$ cat src/rtl/qeciphy_crc_tx_framer.sv
// TX framer in front of the 64-bit CRC-16 engine: forwards a frame unchanged,
// mirrors accepted words into the engine, then appends a tagged CRC trailer.
module qeciphy_crc_tx_framer #(
  parameter int          MAX_WORDS   = 256,
  parameter logic [15:0] TRAILER_TAG = 16'hC3C3
) (
  input  logic        clk_i,
  input  logic        rst_n_i,
  input  logic [63:0] s_tdata_i,
  input  logic        s_tvalid_i,
  input  logic        s_tlast_i,
  output logic        s_tready_o,
  output logic [63:0] m_tdata_o,
  output logic        m_tvalid_o,
  output logic        m_tlast_o,
  input  logic        m_tready_i,
  output logic [63:0] crc_tdata_o,
  output logic        crc_tvalid_o,
  output logic        crc_clr_n_o,
  input  logic [15:0] crc_i,
  input  logic        crc_valid_i,
  output logic        crc_err_o,
  output logic        len_err_o
);

  localparam int            CW       = $clog2(MAX_WORDS) + 1;
  localparam logic [CW-1:0] LAST_IDX = CW'(MAX_WORDS - 1);

  typedef enum logic [1:0] {
    S_CLEAR   = 2'd0,
    S_DATA    = 2'd1,
    S_WAIT    = 2'd2,
    S_TRAILER = 2'd3
  } state_t;

  state_t        state_q, state_d;
  logic [CW-1:0] cnt_q, cnt_d;
  logic [1:0]    wait_q, wait_d;
  logic [15:0]   crc_hold_q, crc_hold_d;
  logic          crc_err_q, crc_err_d;
  logic          len_err_q, len_err_d;

  assign crc_err_o = crc_err_q;
  assign len_err_o = len_err_q;

  // State, counters, CRC holding register and sticky error flags
  always_ff @(posedge clk_i or negedge rst_n_i) begin
    if (!rst_n_i) begin
      state_q    <= S_CLEAR;
      cnt_q      <= '0;
      wait_q     <= '0;
      crc_hold_q <= '0;
      crc_err_q  <= 1'b0;
      len_err_q  <= 1'b0;
    end else begin
      state_q    <= state_d;
      cnt_q      <= cnt_d;
      wait_q     <= wait_d;
      crc_hold_q <= crc_hold_d;
      crc_err_q  <= crc_err_d;
      len_err_q  <= len_err_d;
    end
  end

  // Next-state and datapath muxing; all outputs are decoded from the state
  always_comb begin
    state_d      = state_q;
    cnt_d        = cnt_q;
    wait_d       = wait_q;
    crc_hold_d   = crc_hold_q;
    crc_err_d    = crc_err_q;
    len_err_d    = len_err_q;
    s_tready_o   = 1'b0;
    m_tdata_o    = '0;
    m_tvalid_o   = 1'b0;
    m_tlast_o    = 1'b0;
    crc_tdata_o  = '0;
    crc_tvalid_o = 1'b0;
    crc_clr_n_o  = 1'b1;

    unique case (state_q)
      S_CLEAR: begin
        // One-cycle engine clear so each frame's CRC starts from init
        crc_clr_n_o = 1'b0;
        cnt_d       = '0;
        state_d     = S_DATA;
      end
      S_DATA: begin
        m_tdata_o    = s_tdata_i;
        m_tvalid_o   = s_tvalid_i;
        s_tready_o   = m_tready_i;
        crc_tdata_o  = s_tdata_i;
        // Engine only sees words that actually complete the handshake
        crc_tvalid_o = s_tvalid_i & m_tready_i;
        if (s_tvalid_i && m_tready_i) begin
          cnt_d = cnt_q + 1'b1;
          if (s_tlast_i) begin
            state_d = S_WAIT;
            wait_d  = 2'd1;
          end else if (cnt_q == LAST_IDX) begin
            state_d   = S_WAIT;
            wait_d    = 2'd1;
            len_err_d = 1'b1;
          end
        end
      end
      S_WAIT: begin
        // Cover the engine's two-cycle latency, sample its result on the second
        wait_d = wait_q - 2'd1;
        if (wait_q == 2'd0) begin
          crc_hold_d = crc_i;
          if (!crc_valid_i) crc_err_d = 1'b1;
          state_d = S_TRAILER;
        end
      end
      S_TRAILER: begin
        m_tdata_o  = {TRAILER_TAG, 32'h0, crc_hold_q};
        m_tvalid_o = 1'b1;
        m_tlast_o  = 1'b1;
        if (m_tready_i) state_d = S_CLEAR;
      end
      default: state_d = S_CLEAR;
    endcase
  end

endmodule

$ cat config.mk
export PLATFORM = sky130hd
export DESIGN_NAME = qeciphy_crc_tx_framer
export DESIGN_NICKNAME = d
export VERILOG_FILES = /design/src/rtl/qeciphy_crc_tx_framer.sv
export SDC_FILE = /design/constraint.sdc
export NUM_CORES = 1
export LEC_CHECK = 0
export CELL_PAD_IN_SITES_DETAIL_PLACEMENT = 0
export CELL_PAD_IN_SITES_GLOBAL_PLACEMENT = 1
export CORE_UTILIZATION = 22
export DETAILED_ROUTE_END_ITERATION = 8
export PLACE_DENSITY_LB_ADDON = 0.05
export RECOVER_POWER = 100
export SYNTH_ARGS = -nofsm -noshare
export SYNTH_HDL_FRONTEND = slang
export SYNTH_SLANG_ARGS = --single-unit
$ cat constraint.sdc
create_clock -name clk_i -period 5.6 [get_ports clk_i]
set_input_delay 0.84 -clock clk_i [delete_from_list [all_inputs] [get_ports clk_i]]
set_output_delay 0.84 -clock clk_i [all_outputs]
set_load 0.05 [all_outputs]
; Yosys cells after proc, flatten, opt, wreduce, memory -nomap -nowiden
; Cells that the tools add are included.
[word_totals]
register_bits = 31
in_bits = 86
elab_cells = 49
[classes]
n_addsub = 2
n_eq_ne = 8
muxes = 19
n_bitwise = 3
n_reduce_logical = 11
[ops]
columns = cell, n
row1 = 64-bit case mux with 2 select lines, 1
row2 = 64-bit 2-to-1 mux, 1
row3 = 9-bit case mux with 2 select lines, 1
row4 = 2-bit 2-to-1 mux, 8
row5 = "9-bit by 1-bit adder with 9-bit output, second input constant", 1
row6 = "9-bit by 8-bit == test with 1-bit output, second input constant", 1
row7 = 9-bit 2-to-1 mux, 1
row8 = 2-bit case mux with 4 select lines, 1
row9 = 4-bit AND reduction, 2
row10 = "2-bit inequality test, second input constant", 3
row11 = 3-bit AND reduction, 2
row12 = "2-bit == test, second input constant", 2
row13 = 2-bit zero test, 2
row14 = 1-bit 2-to-1 mux, 4
row15 = 2-bit case mux with 2 select lines, 1
row16 = 2-bit AND reduction, 2
row17 = 2-bit nonzero test, 2
row18 = "3-bit inequality test, second input constant", 1
row19 = "2-bit by 1-bit == test with 1-bit output, second input constant", 1
row20 = 1-bit NOT, 2
row21 = 1-bit case mux with 2 select lines, 1
row22 = "2-bit by 1-bit subtractor with 2-bit output, second input constant", 1
row23 = 1-bit bitwise AND, 1
row24 = 1-bit logical AND, 1

; Longest topological paths before layout
[logic_depth]
ltp_word = 5
ltp_mapped = 7
ltp_nobuf = 7

; Least setup slack after synthesis
; No wires, ideal clock.
[synth_path]
kind = register to output
from = reg state_q[1]
to = out m_tdata_o[11]
t_arrival_ns = 1.930
t_required_ns = 4.760
setup_slack_ns = 2.830
path_stages_with_launch = 7
path_buffers = 2
cell_sequence = dfrtp_1 inv_1 ha_1 buf_2 clkbuf_1 and2_1 a21o_1
[synth_via]
elab_chain_len = 2
word_cells_on_any_way = 3
classes_between = eq/ne (2) / mux (1)
[synth_rtl]
columns = item, line_no
row1 = start: declaration, 36  ; state_t state_q, state_d;
row2 = start signal: assignment, 56  ; state_q <= state_d;
row3 = 2-bit == test / 2-bit by 1-bit == test with 1-bit output (equally long branches), 81  ; unique case (state_q)
row4 = 64-bit case mux with 2 select lines (*), 81
row5 = end: declaration, 13  ; output logic [63:0] m_tdata_o,
; Mark *: on every way between the ends. The rest lies on a longest branch, timed or not.

; Final worst setup path
[layout_path]
from = reg state_q[1]
to = out crc_tvalid_o
[layout_via]
elab_chain_len = 2
[layout_rtl]
columns = item, line_no
row1 = 2-bit by 1-bit == test with 1-bit output, 81
row2 = 1-bit 2-to-1 mux, 81
row3 = end: declaration, 18  ; output logic crc_tvalid_o,
; No other way between the ends.

==> results.cfg <==
[timing]
setup_viol = 0
period_needed_ns = 4.35
skew_ns = 0.00750
fin_crit_sh_pct = 77.6
grt_setup_unrepaired = false
relSlewSlack_pct = -16.9
max_slew.worst_pin.slew_ns = 1.75
hold_viol = 0
fmax_mhz = 230
tns_ns = 0
final_max_slew_viol_count = 32

[place]
portBuffers = 220
place_congestion = 0.698
hpwl_um = 6290

[grt]
grt_pass1_vias = 2527
antenna_found_initial = 0
globalRoute.totalOverflow = 0
grt_pass1_wl_um = 12700
grt_max_degree = 42
grt_util_all_layers_pct = 14.6

[drt]
via_per_inst = 4.22
routed_wl_um = 8140
routed-via-count = 2424
first_pass_iters = 4
drtAntennaViolNets = 0
drtIter0Drc = 47
drcViolationCount = 0
routedWlPerCell_um = 14.2

[clock_tree]
cts_tree = done
insertion_delay_ns = 0.28
cts_resized = 0
cts_root_buf = clkbuf_8
numClockSinks = 31
cts_buffers = 5
postCtsHoldBufs = 0
htreeDepth = 2
clockBufferDepth = 2
clk_pin_slew_worst_paths_ns = 0.07
cts_setup_buffers = 0

[die]
pin_count = 221
rows = 37
fp.dieH_um = 105
core_region_area_mm2 = 0.0103
die_area_mm2 = 0.0111
die_x_um = 105
initial_core_util_pct = 22.7

[synthesis]
ys_ff_latch = 31
syn_area_mm2 = 0.00235
synth_warnings = 0
synth_cell_type_count = 29
synth.avg_cell_area_um2 = 8.99
syn_inst = 261
synth_fp_nets = 355
synth.top_cell.area_share_pct = 33.0
synth_largest_area_cell = dfrtp_1
yosys-top-cells-area = dfrtp_1 (33%), and2_1 (17%), buf_4 (13%)
yosysSeqAreaShare_pct = 33.0

[pwr]
combPwrFrac_pct = 81.0
p_per_area_mw_per_mm2 = 624
p_sw_w = 0.00169
p_sw_share_pct = 60.6
sequentialPowerShare_pct = 12.8
p_leak_nw = 2.24
p_clk_share_pct = 6.2
intPower_w = 0.00110
total_power_w = 0.00278
irDropWorstVdd_uv = 262

[cells_and_area]
drive_gt1_share_pct = 7.53
fillers = 1033
num-nets-final = 531
seqCellArea_um2 = 776
multi_input_area_mm2 = 0.00117
insertedDiodeCount = 0
syn_to_final_growth_pct = 90.0

[critical_path]
critPathLaunchType = flop
worst_ep_required_time_ns = 4.76
end_kind = primary output
path_class = flop to primary output
critPathMaxFanout = 36
arrival_ns = 3.51

[hold_path]
worst_hold_path_type = flop to flop

[outcome]
status = complete, but fails checks
violations = max-capacitance violations, max-slew violations

[job]
maxCapViolCount = 1
## layout make-up
| cell class | instances | share of cell area [%] |
|---|---|---|
| Clock buffer | 7 | 1.71 |
| Clock inverter | 1 | 0.112 |
| Inverter | 12 | 1.01 |
| Multi-Input combinational cell | 165 | 26.3 |
| Sequential cell | 31 | 17.4 |
| Tap cell | 136 | 3.81 |
| Timing Repair Buffer | 222 | 49.6 |
## path summary, 6_finish.rpt
path	start	end	slack, ns	cells after the start
setup / recovery	state_q[1]	crc_tvalid_o	1.25	5
hold / removal	len_err_o	len_err_o	0.48	1
setup reg to reg	state_q[1]	cnt_q[7]	2.61	5
hold reg to reg	len_err_o	len_err_o	0.48	1
max in group asynchronous	rst_n_i	crc_hold_q[0]	3.02	2
min in group asynchronous	rst_n_i	cnt_q[3]	1.55	2
## worst max-delay path: stages (launching register included)
cell           delay [ns]
dfrtp_1              0.41
inv_1                0.11
ha_1                 0.93
nand3_1              0.68
inv_1                0.21
dlygate4sd3_1        0.89
## registers in the layout, summed over array words and instances (netlist names)
| signal | flops |
|---|---|
| crc_err_o | 1 |
| crc_hold_q | 16 |
| cnt_q | 9 |
| wait_q | 2 |
| state_q | 2 |
| len_err_o | 1 |
## synthesized netlist by cell type
cell type and count:
buf_2 2, clkbuf_1 11, o31ai_1 2, inv_1 12, o21ai_0 5, xor2_1 1
nor2_1 5, nand4_1 3, ha_1 8, nand2_1 4, a21o_1 17, and2_1 65
or3_1 2, or2_2 8, o21bai_1 1, nand2b_1 3, or4_1 3, o211ai_1 1
a21boi_0 1, mux2_2 17, a22o_1 1, a21oi_1 4, nand3_1 9, buf_4 40
a31o_2 1, dfrtp_1 31, mux2i_1 2, a222oi_1 1, o311ai_0 1
## per-layer routing
metal / part of all wire, % / GRT usage [%] / vias to the layer above / wire, um
li1: - / - / 1177 / -
met1: 37 / 15.4 / 1120 / 3050
met2: 54 / 28.0 / 121 / 4380
met3: 7.7 / 4.33 / 6 / 623
met4: 0.98 / 3.42 / 0 / 80
met5: 0 / 0 / - / 0
## cell usage in the layout (no fill, tap or decap), types with 2 or more instances in the layout
cell / Yosys / layout
a21oi_1: 4 / 4
clkdlybuf4s50_1: 0 / 83
mux2_2: 17 / 17
or3_1: 2 / 2
clkbuf_8: 0 / 5
ha_1: 8 / 8
nand4_1: 3 / 3
o21ai_0: 5 / 5
o31ai_1: 2 / 2
mux2i_1: 2 / 2
clkbuf_1: 11 / 3
and2_1: 65 / 65
a21o_1: 17 / 17
or2_2: 8 / 8
nand2b_1: 3 / 3
dlygate4sd3_1: 0 / 137
nor2_1: 5 / 5
dfrtp_1: 31 / 31
or4_1: 3 / 3
inv_1: 12 / 12
nand2_1: 4 / 4
nand3_1: 9 / 9
## through the flow
| stage | util [%] | instances | hold slack, ns | setup WS [ns] | cell area (um2) |
|---|---|---|---|---|---|
| after detailed placement | 42.5 | 566 | 0.469 | 1.90 | 4390 |
| after CTS | 43.3 | 574 | 0.487 | 1.69 | 4470 |
| final | 43.2 | 574 | 0.480 | 1.25 | 4460 |
| after floorplan | - | 261 | 0.466 | 2.83 | 2350 |
| after global routing | 43.2 | 574 | 0.500 | 0.884 | 4460 |
| after global placement | 42.5 | 566 | 0.459 | 1.96 | 4390 |
## logic make-up after synthesis
group | after synthesis | share of synthesized area (%)
buffers and inverters | 65 | 16.9
muxes | 19 | 9.01
adders and majority gates | 8 | 4.26
AOI/OAI and AO/OA | 35 | 10.5
DFF | 31 | 33.0
xor gates and xnor gates | 1 | 0.373
and+or+nand+nor | 102 | 25.9
## power groups by stage
stage                     Clock, W  Combinational (W)  Sequential, W
final                     0.000172            0.00226       0.000356
after global routing      0.000189            0.00237       0.000369
after CTS                 0.000178            0.00242       0.000358
after detailed placement         0            0.00241       0.000362
after global placement           0            0.00241       0.000359
after floorplan                  0            0.00172       0.000354
Power figures use the tool's default switching activity.
